[config.mk]
export PLATFORM = sky130hd
export DESIGN_NAME = fft_pingpong_feeder
export DESIGN_NICKNAME = d
export VERILOG_FILES = /design/src/rtl/fft_pingpong_feeder.sv
export SDC_FILE = /design/constraint.sdc
export NUM_CORES = 1
export LEC_CHECK = 0
export BUFFER_PORTS_ARGS = -buffer_cell sky130_fd_sc_hd__buf_2
export CAP_MARGIN = 10
export CELL_PAD_IN_SITES_DETAIL_PLACEMENT = 1
export CELL_PAD_IN_SITES_GLOBAL_PLACEMENT = 1
export CORE_MARGIN = 2
export CORE_UTILIZATION = 30
export CTS_CLUSTER_DIAMETER = 60
export CTS_CLUSTER_SIZE = 24
export DETAILED_ROUTE_END_ITERATION = 10
export PLACE_DENSITY_LB_ADDON = 0.1
export SLEW_MARGIN = 5
export SYNTH_ARGS = -nofsm -noshare
export SYNTH_HDL_FRONTEND = slang
export SYNTH_SLANG_ARGS = --single-unit
[constraint.sdc]
create_clock -name clk -period 5.4 [get_ports clk]
set_input_delay 1.08 -clock clk [delete_from_list [all_inputs] [get_ports clk]]
set_output_delay 1.08 -clock clk [all_outputs]
set_load 0.005 [all_outputs]
[src/rtl/fft_pingpong_feeder.sv]
// fft_pingpong_feeder: double-buffered multi-channel sample store that streams
// one frame per accepted trigger to an FFT core over AXI-Stream.
module fft_pingpong_feeder #(
    parameter int N_SAMPLE_BITS = 32,
    parameter int NFFT = 8,
    parameter int N_CHANNELS = 1,
    localparam int AW = $clog2(NFFT),
    localparam int CW = (N_CHANNELS > 1) ? $clog2(N_CHANNELS) : 1
) (
    input  logic                                 clk,
    input  logic                                 aresetn,
    input  logic [AW-1:0]                        wAddr,
    input  logic [CW-1:0]                        wChan,
    input  logic [N_SAMPLE_BITS-1:0]             wData,
    input  logic                                 wEn,
    input  logic                                 feedTrig,
    input  logic                                 bitRevEn,
    output logic [N_CHANNELS*N_SAMPLE_BITS-1:0]  m_axis_tdata,
    output logic                                 m_axis_tvalid,
    input  logic                                 m_axis_tready,
    output logic                                 m_axis_tlast,
    output logic                                 feeding,
    output logic                                 trigDropped
);
    localparam logic [1:0] S_IDLE = 2'd0, S_LOAD = 2'd1, S_STREAM = 2'd2;
    logic [N_SAMPLE_BITS-1:0]            r_mem [2][N_CHANNELS][NFFT];
    logic [1:0]                          r_state;
    logic                                r_wr_sel, r_rd_sel, r_brev, r_drop;
    logic [AW-1:0]                       r_idx;
    logic [N_CHANNELS*N_SAMPLE_BITS-1:0] r_tdata;
    logic                                w_hs, w_last, w_adv;
    logic [AW-1:0]                       w_next, w_rev, w_addr;
    logic [N_CHANNELS*N_SAMPLE_BITS-1:0] w_rd;

    assign w_hs   = r_state == S_STREAM && m_axis_tready;
    assign w_last = r_idx == AW'(NFFT - 1);
    assign w_adv  = r_state == S_LOAD || (w_hs && !w_last);
    assign w_next = r_state == S_LOAD ? '0 : r_idx + AW'(1);
    assign w_addr = r_brev ? w_rev : w_next;

    always_comb begin
        for (int i = 0; i < AW; i++) w_rev[i] = w_next[AW-1-i];
    end

    for (genvar c = 0; c < N_CHANNELS; c++) begin : g_rd
        assign w_rd[c*N_SAMPLE_BITS +: N_SAMPLE_BITS] = r_mem[r_rd_sel][c][w_addr];
    end

    // The write bank swaps on the same edge as a trigger, so a coincident write lands in the outgoing bank.
    always_ff @(posedge clk) begin
        if (wEn && {1'b0, wChan} < (CW + 1)'(N_CHANNELS)) r_mem[r_wr_sel][wChan][wAddr] <= wData;
    end

    always_ff @(posedge clk or negedge aresetn) begin
        if (!aresetn) begin
            r_state  <= S_IDLE;
            r_wr_sel <= 1'b0;
            r_rd_sel <= 1'b0;
            r_brev   <= 1'b0;
            r_idx    <= '0;
            r_tdata  <= '0;
            r_drop   <= 1'b0;
        end else begin
            r_drop <= feedTrig && r_state != S_IDLE;
            if (w_adv) r_tdata <= w_rd;
            case (r_state)
                S_IDLE: if (feedTrig) begin
                    r_rd_sel <= r_wr_sel;
                    r_wr_sel <= ~r_wr_sel;
                    r_brev   <= bitRevEn;
                    r_idx    <= '0;
                    r_state  <= S_LOAD;
                end
                S_LOAD: r_state <= S_STREAM;
                S_STREAM: if (w_hs) begin
                    if (w_last) r_state <= S_IDLE;
                    else r_idx <= r_idx + AW'(1);
                end
                default: r_state <= S_IDLE;
            endcase
        end
    end

    assign m_axis_tdata  = r_tdata;
    assign m_axis_tvalid = r_state == S_STREAM;
    assign m_axis_tlast  = m_axis_tvalid && w_last;
    assign feeding       = r_state != S_IDLE;
    assign trigDropped   = r_drop;
endmodule

=== Word-level counts from Yosys, hierarchy flattened ===
Memories as Yosys holds them, arrays and structs flattened.
Index checks and enable logic that the tools add are counted.

* Bitwise gates (word level): 3
* Reductions and logical operators: 15
* Muxes and demuxes: 18
* Equality and inequality tests: 7
* Order comparisons: 6
* Add/sub/neg operators: 1

{| class="wikitable"
|+ Operators by type and width
! cell !! number
|-
| $mux W256 || 2
|-
| $bmux W32 S3 || 1
|-
| $demux W32 S3 || 1
|-
| $mux W32 || 3
|-
| $mux W3 || 5
|-
| $ge A4 B4 Y1 const B || 2
|-
| $not A3 Y4 || 2
|-
| $logic_and A1 B1 Y1 || 7
|-
| $mux W2 || 3
|-
| $pmux W2 S3 || 1
|-
| $pmux W3 S2 || 1
|-
| $lt A4 B1 Y1 const B || 1
|-
| $ne A2 B1 Y1 const B || 2
|-
| $ne A2 B2 Y1 const B || 2
|-
| $reduce_and A4 Y1 || 1
|-
| $reduce_bool A2 Y1 || 2
|-
| $add A3 B1 Y3 const B || 1
|-
| $eq A3 B3 Y1 const B || 1
|-
| $reduce_and A3 Y1 || 1
|-
| $eq A2 B1 Y1 const B || 1
|-
| $eq A2 B2 Y1 const B || 1
|-
| $logic_not A2 Y1 || 1
|-
| $lt A1 B1 Y1 const B || 2
|-
| $reduce_and A2 Y1 || 1
|-
| other kinds (5) || 5
|}

* Bits in writable memories: 512
* Memories kept: 1
* Output and inout bits: 36
* Word-level logic and storage cells: 58
* Bits in registers: 41
* Input port bits: 42

{| class="wikitable"
|+ Memories
! name !! depth !! width !! read ports !! clocked after Yosys merged registers in !! write ports !! RTL line !! source
|-
| r_mem || 2 || 256 || 1 || 0 || 1 || 26 || <nowiki>logic [N_SAMPLE_BITS-1:0] r_mem [2][N_CHANNELS][NFFT];</nowiki>
|}

=== Longest topological paths before layout ===
Gate-level depths: netlist of run 1.

* Depth in word-level cells: 7
* Gate-level depth with buffers: 10

=== Least setup slack after synthesis of run 1 ===
OpenSTA, ideal clock, no wires.

* Path type: input -> register
* Start: input wChan
* End: memory r_mem[0][192] in the netlist's numbering, enable pin
* Data arrival time: 3.921 ns
* Library setup time: 0.461 ns
* Stages on the path: 3
* Data required time: 4.939 ns
* Slack: 1.017 ns
* Buffers on the path: 0
* Cells stage by stage: nand2b_1 -> or3b_2 -> nor3_1

* Cells in the longest elaborated chain, start to end: 4
* Elaborated cells on any way between the ends: 8
* Classes of those cells: 3 x order compare; 3 x mux; 2 x reduce/logical

{| class="wikitable"
|+ Ends and longest elaborated chain
! what !! RTL line !! source
|-
| start: declaration || 13 || <nowiki>input logic [CW-1:0] wChan,</nowiki>
|-
| $ge A1 B1 Y1 (not written as such) or $lt A1 B1 Y1 (tied branches) || 51 || <nowiki>if (wEn && {1'b0, wChan} < (CW + 1)'(N_CHANNELS)) r_mem[r_wr_sel][wChan][wAddr] <= wData;</nowiki>
|-
| $logic_and A1 B1 Y1 (not written as such) || 51 ||
|-
| $mux W256 (not written as such) or $mux W1 (tied branches) || 51 ||
|-
| $mux W256 (not written as such) (*) || 51 ||
|-
| end: declaration || 26 ||
|}

Mark *: on every way between the ends. The rest lies on a longest branch, timed or not.

=== Worst setup path after layout of run 1 ===
* Start: register r_idx[0]
* End: register r_tdata[12] (netlist: m_axis_tdata[12])

* Cells in the longest elaborated chain, start to end: 7
* Elaborated cells on any way between the ends: 11
* Classes of those cells: 1 x add/sub; 1 x eq/ne; 5 x mux; 1 x bitwise; 3 x reduce/logical

{| class="wikitable"
|+ Ends and longest elaborated chain
! what !! RTL line !! source
|-
| start: declaration || 29 || <nowiki>logic [AW-1:0] r_idx;</nowiki>
|-
| start signal: assignment || 77 || <nowiki>else r_idx <= r_idx + AW'(1);</nowiki>
|-
| $add A3 B1 Y3 || 38 || <nowiki>assign w_next = r_state == S_LOAD ? '0 : r_idx + AW'(1);</nowiki>
|-
| $mux W3 || 38 ||
|-
| $mux W3 || 39 || <nowiki>assign w_addr = r_brev ? w_rev : w_next;</nowiki>
|-
| $not A3 Y4 (not written as such) || 46 || <nowiki>assign w_rd[c*N_SAMPLE_BITS +: N_SAMPLE_BITS] = r_mem[r_rd_sel][c][w_addr];</nowiki>
|-
| $bmux W32 S3 || 46 ||
|-
| $mux W32 (not written as such) (2 in a row) || 46 ||
|-
| end signal: assignment || 65 || <nowiki>if (w_adv) r_tdata <= w_rd;</nowiki>
|-
| end: declaration || 30 || <nowiki>logic [N_CHANNELS*N_SAMPLE_BITS-1:0] r_tdata;</nowiki>
|}

Several ways; a longest one is shown, not always the timed one. The select of a mux whose other input is x is not followed.
A chain may end at the register's enable or synchronous reset.

==> results by group, run 1 <==
Synth
  – Post-Synth Adder-Cell Area: 0.00111
  – Cell count after synthesis: 1,425
  – Post-synth EDFFs: 512
  – Register area share after synthesis: 0.727
  – Xor/xnor share of the synthesized area: 0.000388
  – Ys Warns: 0
  – Post-synth top flop: edfxtp_1
  – Avg Cell Area, Syn: 15.8 µm²
  – Simple-Gate Fraction of Synth Area: 0.0500
  – Ys async rst share: 0.0741
  – Post-synthesis mux area share: 0.0774
  – Largest family of logic cells by synthesized area: compound AO/OA/AOI/OAI gates
  – #FFs+latches synth: 553
  – Netlist Area Pre-Place: 22,600 µm²
  – Synth Area in Compound Gates: 0.115
  – Netlist cell types: 49
  – Synth Net Count: 1,469

Drt
  – Initial DRC count: 857
  – DR pass1 iterations: 5
  – WL per Instance: 29.0 µm
  – DRC errors left: 0
  – Via count: 13,500
  – DRT antenna net count: 0
  – Final wirelength: 71,800 µm
  – Via density: 5.45

Timing
  – Endpoints failing hold: 0
  – Slew @ Worst Pin: 1.10 ns
  – Fin Hold WS: 0.478 ns
  – Worst slew margin: 0.246
  – Clock skew: 0.0304 ns
  – Setup Viol. Count Final: 0
  – Slew Viols, Final: 0
  – Final Critical Period: 3.87 ns
  – Max Fclk: 0.258 GHz
  – RSZ-0062 raised after global routing: false
  – Setup TNS: 0 ns
  – Period utilisation layout: 0.717

Floorplan
  – Die Y-Extent: 278 µm
  – Initial core utilization: 0.303
  – Row count: 100
  – DIE WIDTH: 278 µm
  – IO Count: 78
  – Core area: 74,400 µm²
  – Die area: 77,400 µm²

Run
  – Max Cap Viol: 0

Final layout
  – Fill cells: 7,448
  – Share of layout cells above drive strength 1: 0.210
  – Layout net count: 1,514
  – Antenna cells: 0
  – Synthesis-to-layout area growth: 15.3%

GRT
  – GRT Max-Usage Layer: met2
  – Met2 Use GR: 0.316
  – Met1 global-route usage: 0.253
  – Initial antenna violation count: 1
  – Vias in the first global route: 14,600
  – First-pass GRT wire length: 105,000 µm
  – Largest net degree at the start of global routing: 126
  – Total global routing overflow: 0
  – All-layer global routing usage: 0.186
  – GR Util met3: 0.0250

Hold path
  – Hold crit path type: flop to flop

Pwr
  – Power density over the cells: 565 nW/µm²
  – Sw power: 5.83 mW
  – Internal: 8.87 mW
  – Clock share of power: 0.278
  – Share of total power in combinational logic: 0.369
  – Total power: 14.7 mW
  – Sequential power share: 0.353
  – Maximum VDD drop: 0.783 mV
  – Net Sw Frac: 0.397
  – LEAKAGE: 8.20 nW

Clock tree
  – Max Root-Sink Buffers: 3
  – Total CTS buffers: 52
  – Post_cts resized: 0
  – Root buffer cell: clkbuf_16
  – Clk slew on worst S/H paths: 0.07 ns
  – Hold-fix buffers at CTS: 0
  – Post-CTS Setup Repair Bufs: 0
  – CTS tree: built
  – # H-tree levels: 2
  – CTS Sinks: 553
  – Later-pin clock latency in the skew report: 0.62 ns

Setup path
  – CP required: 5.84 ns
  – Crit path launch type: flop
  – Crit end category: flop
  – Crit path DAT: 4.32 ns
  – Flop2flop setup slack: 1.53 ns
  – Crit-path max FO: 36
  – Critical path type: flop to flop

Place
  – Hpwl dp: 39,500 µm
  – PortBufs: 77
  – RePlAce Congestion: 0.692

Run status
  – Status: finished, final reports clean
## cell usage in the layout, fill, tap and decap left out, types with 5 or more instances in the layout
master and n:
a211oi_1 60, o21ai_1 7, nand3_1 64, mux2_2 70, dfrtp_1 40, mux2_1 53, o41ai_1 28, inv_8 5
buf_4 34, a2111oi_0 29, inv_6 6, o21ai_0 57, nor2_4 15, buf_12 6, o31ai_1 64, nand2_1 39
nor4_1 29, o2111ai_1 32, a22o_1 5, clkbuf_16 53, edfxtp_1 512, nor3_1 36, mux2i_1 36, a21oi_1 32
bufinv_16 7, buf_2 77, clkinvlp_4 5, a31oi_1 35
## registers in the layout (all words and copies together) (netlist names)
signal / cells
m_axis_tdata: 32
r_wr_sel: 1
r_rd_sel: 1
r_idx: 3
r_mem: 512
r_brev: 1
trigDropped: 1
r_state: 2
## kinds of logic (layout without fill, tap and decap cells)
family,after synthesis,after routing
flip-flops,553,553
AND/OR/NAND/NOR,217,217
buffers and inverters,130,217
adder cells (fa/ha/maj),2,2
multiplexers,159,159
AO/OA/AOI/OAI,363,363
XOR/XNOR,1,1
## synth_stat cells, types with 5 or more instances
cell type | instances | area [µm²]
buf_2 | 44 | 220
nor2_1 | 15 | 56.3
a22o_1 | 5 | 43.8
nand3_1 | 64 | 320
a31oi_1 | 36 | 225
o21ai_1 | 7 | 35.0
a211oi_1 | 60 | 450
buf_1 | 6 | 22.5
o21ai_0 | 57 | 285
dfrtp_1 | 41 | 1030
mux2_2 | 70 | 788
o2111ai_1 | 32 | 280
nand2b_1 | 6 | 37.5
nor3_1 | 40 | 200
nor4_1 | 29 | 181
o31ai_1 | 64 | 480
a2111oi_0 | 30 | 263
nor2b_1 | 5 | 31.3
clkbuf_1 | 61 | 229
o41ai_1 | 28 | 245
buf_6 | 12 | 135
nand2_1 | 39 | 146
edfxtp_1 | 512 | 15400
a21oi_1 | 32 | 160
mux2_1 | 53 | 597
mux2i_1 | 36 | 360
## critical path, stage by stage, from the launching register on
cell	delay [ns]
dfrtp_1	0.48
ha_4	0.67
inv_2	0.04
buf_4	0.33
nor2_4	0.54
buf_4	0.42
a211oi_1	0.08
a2111oi_0	0.96
o31ai_1	0.12
## power by group through the flow
stage | Clock, mW | Sequential, mW | Combinational (mW)
4_1_cts | 4.20 | 5.20 | 5.53
2_1_floorplan | 0 | 5.10 | 3.48
3_3_place_gp | 0 | 5.29 | 5.46
5_1_grt | 4.33 | 5.22 | 5.89
6_report | 4.08 | 5.19 | 5.43
3_5_place_dp | 0 | 5.29 | 5.52
## stage by stage
| stage | instances | worst slack (ns) | instance area (µm²) | utilization |
|---|---|---|---|---|
| detailed placement | 2385 | 1.48 | 24100 | 0.324 |
| global route | 2481 | 1.34 | 26000 | 0.349 |
| finish | 2481 | 1.53 | 26000 | 0.349 |
| floorplan | 1425 | 1.02 | 22600 | - |
| global placement | 2384 | 1.55 | 24100 | 0.324 |
| CTS | 2481 | 1.47 | 26000 | 0.349 |
## per-layer routing
layer / vias up / wire, µm
li1: 5918 / -
met4: 2 / 1230
met5: - / 9
met1: 7284 / 33300
met2: 228 / 35100
met3: 85 / 2240
## layout make-up
class / instances / area [µm²] / share of cell area
tap: 969 / 1210 / 0.0466
sequential: 553 / 16400 / 0.631
timing repair buffer: 118 / 788 / 0.0303
multi-input combinational: 742 / 5700 / 0.219
inverter: 3 / 11.3 / 0.000433
clock inverter: 41 / 553 / 0.0213
clock buffer: 55 / 1340 / 0.0517
## path summary, 6_finish.rpt
check | cells past startpoint | endpoint | startpoint
setup / recovery | 8 | m_axis_tdata[12]$_DFFE_PN0P_ | r_idx[0]$_DFFE_PN0P_
hold / removal | 2 | m_axis_tdata[20]$_DFFE_PN0P_ | m_axis_tdata[20]$_DFFE_PN0P_
setup reg to reg | 8 | m_axis_tdata[12]$_DFFE_PN0P_ | r_idx[0]$_DFFE_PN0P_
hold reg to reg | 2 | m_axis_tdata[20]$_DFFE_PN0P_ | m_axis_tdata[20]$_DFFE_PN0P_
max in group asynchronous | 2 | r_rd_sel$_DFFE_PN0P_ | aresetn
min in group asynchronous | 1 | m_axis_tdata[15]$_DFFE_PN0P_ | aresetn
No activity file was read; power rests on OpenSTA's default activity.
==> inputs of run 2 (changes only) <==
Clock period 5.4 ns to 3.7 ns, I/O delays scaled along.
==> results by group, run 2 (synthesis gave the netlist of run 1 again) <==
Setup path
  – Reg-to-reg endpoint: m_axis_tdata[30]$_DFFE_PN0P_
  – Reg2reg path depth: 8
  – Critical-path top delay cell: a2111oi_0
  – Critical path type: flop to flop
  – Flop2flop setup slack: 0.68 ns
  – Crit path DAT: 3.51 ns
  – Worst reg2reg startpoint: r_idx[0]$_DFFE_PN0P_
  – Crit end category: flop
  – CP peak stage delay: 0.71 ns
  – Worst Path Buf+Inv: 1
  – Crit-path max FO: 42
  – Crit-path cells: ha_4 -> ha_1 -> nor2b_4 -> nor3_4 -> buf_12 -> mux2_1 -> a2111oi_0 -> o31ai_1
  – CP required: 4.19 ns
  – Largest delay share family, worst path: compound AO/OA/AOI/OAI gates
  – Crit path launch type: flop

Final layout
  – Layout net count: 1,527
  – Max FFs per register: 512
  – Share of layout cells above drive strength 1: 0.217
  – Core Util, Final: 0.351
  – Synthesis-to-layout area growth: 15.9%
  – Register area: 16,400 µm²
  – Most frequent cells in the layout: edfxtp_1, buf_2, mux2_2, o31ai_1, nand3_1
  – Fill cells: 7,437
  – Largest register by flop count: r_mem
  – Area of the multi-input gates: 5710 µm²
  – Commonest non-fill, non-tap cell in the layout: edfxtp_1

Clock tree
  – Total CTS buffers: 49
  – Post_cts resized: 0
  – Max Root-Sink Buffers: 3
  – Post-CTS Setup Repair Bufs: 0
  – Clk slew on worst S/H paths: 0.08 ns
  – Hold-fix buffers at CTS: 0
  – Later-pin clock latency in the skew report: 0.63 ns
  – # H-tree levels: 2
  – Root buffer cell: clkbuf_16
  – CTS Sinks: 553
  – CTS tree: built

GRT
  – All-layer global routing usage: 0.195
  – Largest net degree at the start of global routing: 103
  – Initial antenna violation count: 1
  – Total global routing overflow: 0
  – Vias in the first global route: 14,600
  – First-pass GRT wire length: 109,000 µm

Pwr
  – Total power: 21.4 mW
  – Maximum VDD drop: 0.751 mV
  – LEAKAGE: 8.24 nW
  – Power density over the cells: 817 nW/µm²

Timing
  – Period utilisation layout: 0.816
  – Slew Viols, Final: 0
  – Setup Viol. Count Final: 0
  – Endpoints failing hold: 0
  – Worst slew margin: 0.264
  – Setup TNS: 0 ns
  – Max Fclk: 0.331 GHz
  – RSZ-0062 raised after global routing: false
  – Final Critical Period: 3.02 ns
  – Slew @ Worst Pin: 1.10 ns
  – Fin Hold WS: 0.314 ns
  – Clock skew: 0.0387 ns

Drt
  – WL per Instance: 30.3 µm
  – DRT antenna net count: 0
  – Via count: 13,700
  – Initial DRC count: 781
  – Via density: 5.48
  – DRC errors left: 0
  – DR pass1 iterations: 5
  – Final wirelength: 75,500 µm

Floorplan
  – Die Y-Extent: 278 µm
  – Die area: 77,400 µm²
  – Initial core utilization: 0.303
  – IO Count: 78
  – Core area: 74,400 µm²
  – DIE WIDTH: 278 µm
  – Row count: 100

Run
  – Max Cap Viol: 0

Hold path
  – Hold crit path type: input port to asynchronous set/reset pin

Place
  – PortBufs: 77
  – RePlAce Congestion: 0.705
  – Hpwl dp: 38,500 µm

Run status
  – Status: finished, final reports clean
## run 2: cell type report
type | count | share of cell area
sequential | 553 | 0.628
inverter | 3 | 0.000431
tap | 969 | 0.0464
multi-input combinational | 742 | 0.219
antenna | 1 | 0.0000957
timing repair buffer | 134 | 0.0410
clock buffer | 55 | 0.0493
clock inverter | 37 | 0.0168
## run 2: stage by stage
step	cell area [µm²]	std cells	setup slack, ns
final	26100	2494	0.682
after global routing	26100	2493	0.500
after CTS	26100	2492	0.660
after detailed placement	24400	2400	0.667
after global placement	24400	2400	0.680
after floorplan	22600	1425	0.0469
## run 2: how the worst max path moves through the flow
stage / start / end / slack (ns) / cells past startpoint
after floorplan: wChan / r_mem[1][192]$_DFFE_PP_ / 0.05 / 2
after global placement: r_idx[0]$_DFFE_PN0P_ / m_axis_tdata[1]$_DFFE_PN0P_ / 0.68 / 8
after detailed placement: r_idx[0]$_DFFE_PN0P_ / m_axis_tdata[30]$_DFFE_PN0P_ / 0.67 / 8
after CTS: r_idx[0]$_DFFE_PN0P_ / m_axis_tdata[30]$_DFFE_PN0P_ / 0.66 / 8
after global routing: r_idx[0]$_DFFE_PN0P_ / m_axis_tdata[18]$_DFFE_PN0P_ / 0.50 / 8
final: r_idx[0]$_DFFE_PN0P_ / m_axis_tdata[30]$_DFFE_PN0P_ / 0.68 / 8
## run 2: metal layers
| layer | up-vias | wire length [µm] | global-route usage |
|---|---|---|---|
| met5 | - | 0 | 0 |
| met3 | 84 | 2790 | 0.0240 |
| met4 | 0 | 1310 | 0.0409 |
| met2 | 265 | 36400 | 0.328 |
| met1 | 7361 | 35000 | 0.271 |
| li1 | 5961 | - | - |
## run 2: power breakdown
part           internal, mW  switching [mW]
Sequential             7.16           0.365
Clock                  2.81            2.71
Combinational          2.75            5.57
==> inputs of run 3 (changes only) <==
Settings changed: ABC_AREA from default to 1.
Clock period 3.7 ns to 2.95 ns, I/O delays scaled along.
==> results by group, run 3 <==
GRT
  – Total global routing overflow: 0
  – First-pass GRT wire length: 106,000 µm
  – Initial antenna violation count: 1
  – Largest net degree at the start of global routing: 113
  – All-layer global routing usage: 0.176
  – Vias in the first global route: 15,800

Setup path
  – Crit path DAT: 2.84 ns
  – Reg2reg path depth: 8
  – Critical-path top delay cell: buf_4
  – Critical path type: flop to flop
  – CP required: 3.44 ns
  – Crit-path cells: ha_1 -> ha_1 -> nand3_1 -> o21ai_4 -> buf_4 -> nand3_1 -> nand3_1 -> nand2_1
  – Crit path launch type: flop
  – Worst Path Buf+Inv: 1
  – Crit-path max FO: 32
  – Crit end category: flop
  – Largest delay share family, worst path: adder cells
  – Most used cell, CP: nand3_1
  – Critical path depth: 8
  – CP peak stage delay: 0.58 ns

Drt
  – Via count: 15,000
  – Via density: 4.77
  – DR pass1 iterations: 5
  – DRT antenna net count: 0
  – DRC errors left: 0
  – WL per Instance: 22.5 µm
  – Initial DRC count: 853
  – Final wirelength: 70,900 µm

Synth
  – Cell count after synthesis: 2,003
  – Ranking of synthesized cells by area: edfxtp_1, nand2_1, nand3_1
  – Netlist Area Pre-Place: 23,400 µm²
  – Post-synth top flop: edfxtp_1
  – Ys async rst share: 0.0741
  – Synth Net Count: 2,047
  – Ys Warns: 0
  – Biggest area consumer among synthesized cells: edfxtp_1
  – Most frequent cells after synthesis: nand2_1, edfxtp_1, nand3_1
  – #FFs+latches synth: 553
  – Synth top area share: 0.658
  – Register area share after synthesis: 0.702
  – Count leader, synth: nand2_1
  – Avg Cell Area, Syn: 11.7 µm²
  – Post-synth EDFFs: 512
  – Netlist cell types: 28

Clock tree
  – Clk slew on worst S/H paths: 0.07 ns
  – CTS Sinks: 553
  – Post_cts resized: 0
  – Total CTS buffers: 52
  – CTS tree: built
  – Later-pin clock latency in the skew report: 0.62 ns
  – Root buffer cell: clkbuf_16
  – Post-CTS Setup Repair Bufs: 0
  – Max Root-Sink Buffers: 3
  – # H-tree levels: 2
  – Hold-fix buffers at CTS: 0

Final layout
  – Fill cells: 8,370
  – Commonest non-fill, non-tap cell in the layout: nand2_1
  – Area of the multi-input gates: 5940 µm²
  – Most frequent cells in the layout: nand2_1, edfxtp_1, nand3_1, inv_1, buf_2
  – Synthesis-to-layout area growth: 15.5%
  – Antenna cells: 0
  – Share of layout cells above drive strength 1: 0.137
  – Core Util, Final: 0.349
  – Max FFs per register: 512
  – Layout net count: 2,110
  – Largest register by flop count: r_mem
  – Register area: 16,400 µm²

Timing
  – Endpoints failing hold: 0
  – Max Fclk: 0.425 GHz
  – Setup TNS: 0 ns
  – Setup Viol. Count Final: 0
  – Clock skew: 0.0232 ns
  – Worst slew margin: 0.428
  – Slew @ Worst Pin: 0.857 ns
  – Final Critical Period: 2.35 ns
  – RSZ-0062 raised after global routing: false
  – Period utilisation layout: 0.797
  – Slew Viols, Final: 0

Floorplan
  – DIE WIDTH: 283 µm
  – Initial core utilization: 0.303
  – Core area: 77,200 µm²
  – IO Count: 78
  – Die area: 80,100 µm²
  – Row count: 102
  – Die Y-Extent: 283 µm

Pwr
  – Sequential power share: 0.347
  – Share of total power in combinational logic: 0.386
  – LEAKAGE: 10.3 nW
  – Sw power: 10.7 mW
  – Net Sw Frac: 0.401
  – Power density over the cells: 989 nW/µm²
  – Maximum VDD drop: 1.10 mV
  – Total power: 26.7 mW
  – Clock share of power: 0.266
  – Internal: 16.0 mW

Run status
  – Status: finished, final reports clean

Hold path
  – Hold crit path type: input port to asynchronous set/reset pin

Place
  – PortBufs: 77
  – Hpwl dp: 38,600 µm
  – RePlAce Congestion: 0.714

Run
  – Max Cap Viol: 0
-- run 3: routing by layer --
metal	GRT usage	share of wire
met1	0.233	0.46
met4	0.0328	0.015
met3	0.0219	0.026
met2	0.311	0.50
met5	0	0
-- run 3: metrics by stage --
step	instance area [µm²]	hold WS, ns	setup slack (ns)	instances
2_1_floorplan	23400	0.294	-0.706	2003
3_3_place_gp	25200	0.461	0.618	3052
3_5_place_dp	25200	0.467	0.567	3052
4_1_cts	27000	0.0536	0.546	3150
5_1_grt	27000	0.0677	0.465	3150
6_report	27000	0.0648	0.599	3150
-- run 3: final timing paths --
check	startpoint	end	slack, ns
max	r_idx[0]$_DFFE_PN0P_	m_axis_tdata[18]$_DFFE_PN0P_	0.60
min	aresetn	m_axis_tdata[19]$_DFFE_PN0P_	0.06
max reg2reg	r_idx[0]$_DFFE_PN0P_	m_axis_tdata[18]$_DFFE_PN0P_	0.60
min reg2reg	m_axis_tdata[28]$_DFFE_PN0P_	m_axis_tdata[28]$_DFFE_PN0P_	0.48
max in group asynchronous	aresetn	r_rd_sel$_DFFE_PN0P_	2.19
min in group clk	bitRevEn	r_brev$_DFFE_PN0P_	0.20
-- run 3: layout make-up --
cell class,instances,share of cell area
repair buffers,133,0.0410
clock inverters,40,0.0158
inverters,114,0.0160
multi-input cells,1212,0.220
flip-flops and latches,553,0.608
well taps,1040,0.0482
clock buffers,58,0.0510
-- run 3: logic make-up after synthesis --
kind of cell             count (synthesis)  share of synthesized area
XOR/XNOR                                 1                   0.000375
adder cells (fa/ha/maj)                  2                    0.00107
buffers and inverters                  238                     0.0512
AND/OR/NAND/NOR                       1042                      0.199
AO/OA/AOI/OAI                          167                     0.0464
flip-flops                             553                      0.702
-- run 3: power groups by stage --
stage / Combinational, mW / Clock (mW) / Sequential, mW
5_1_grt: 11.6 / 7.58 / 9.31
2_1_floorplan: 7.00 / 0 / 9.33
4_1_cts: 10.6 / 7.34 / 9.28
3_3_place_gp: 10.5 / 0 / 9.45
3_5_place_dp: 10.6 / 0 / 9.45
6_report: 10.3 / 7.11 / 9.27
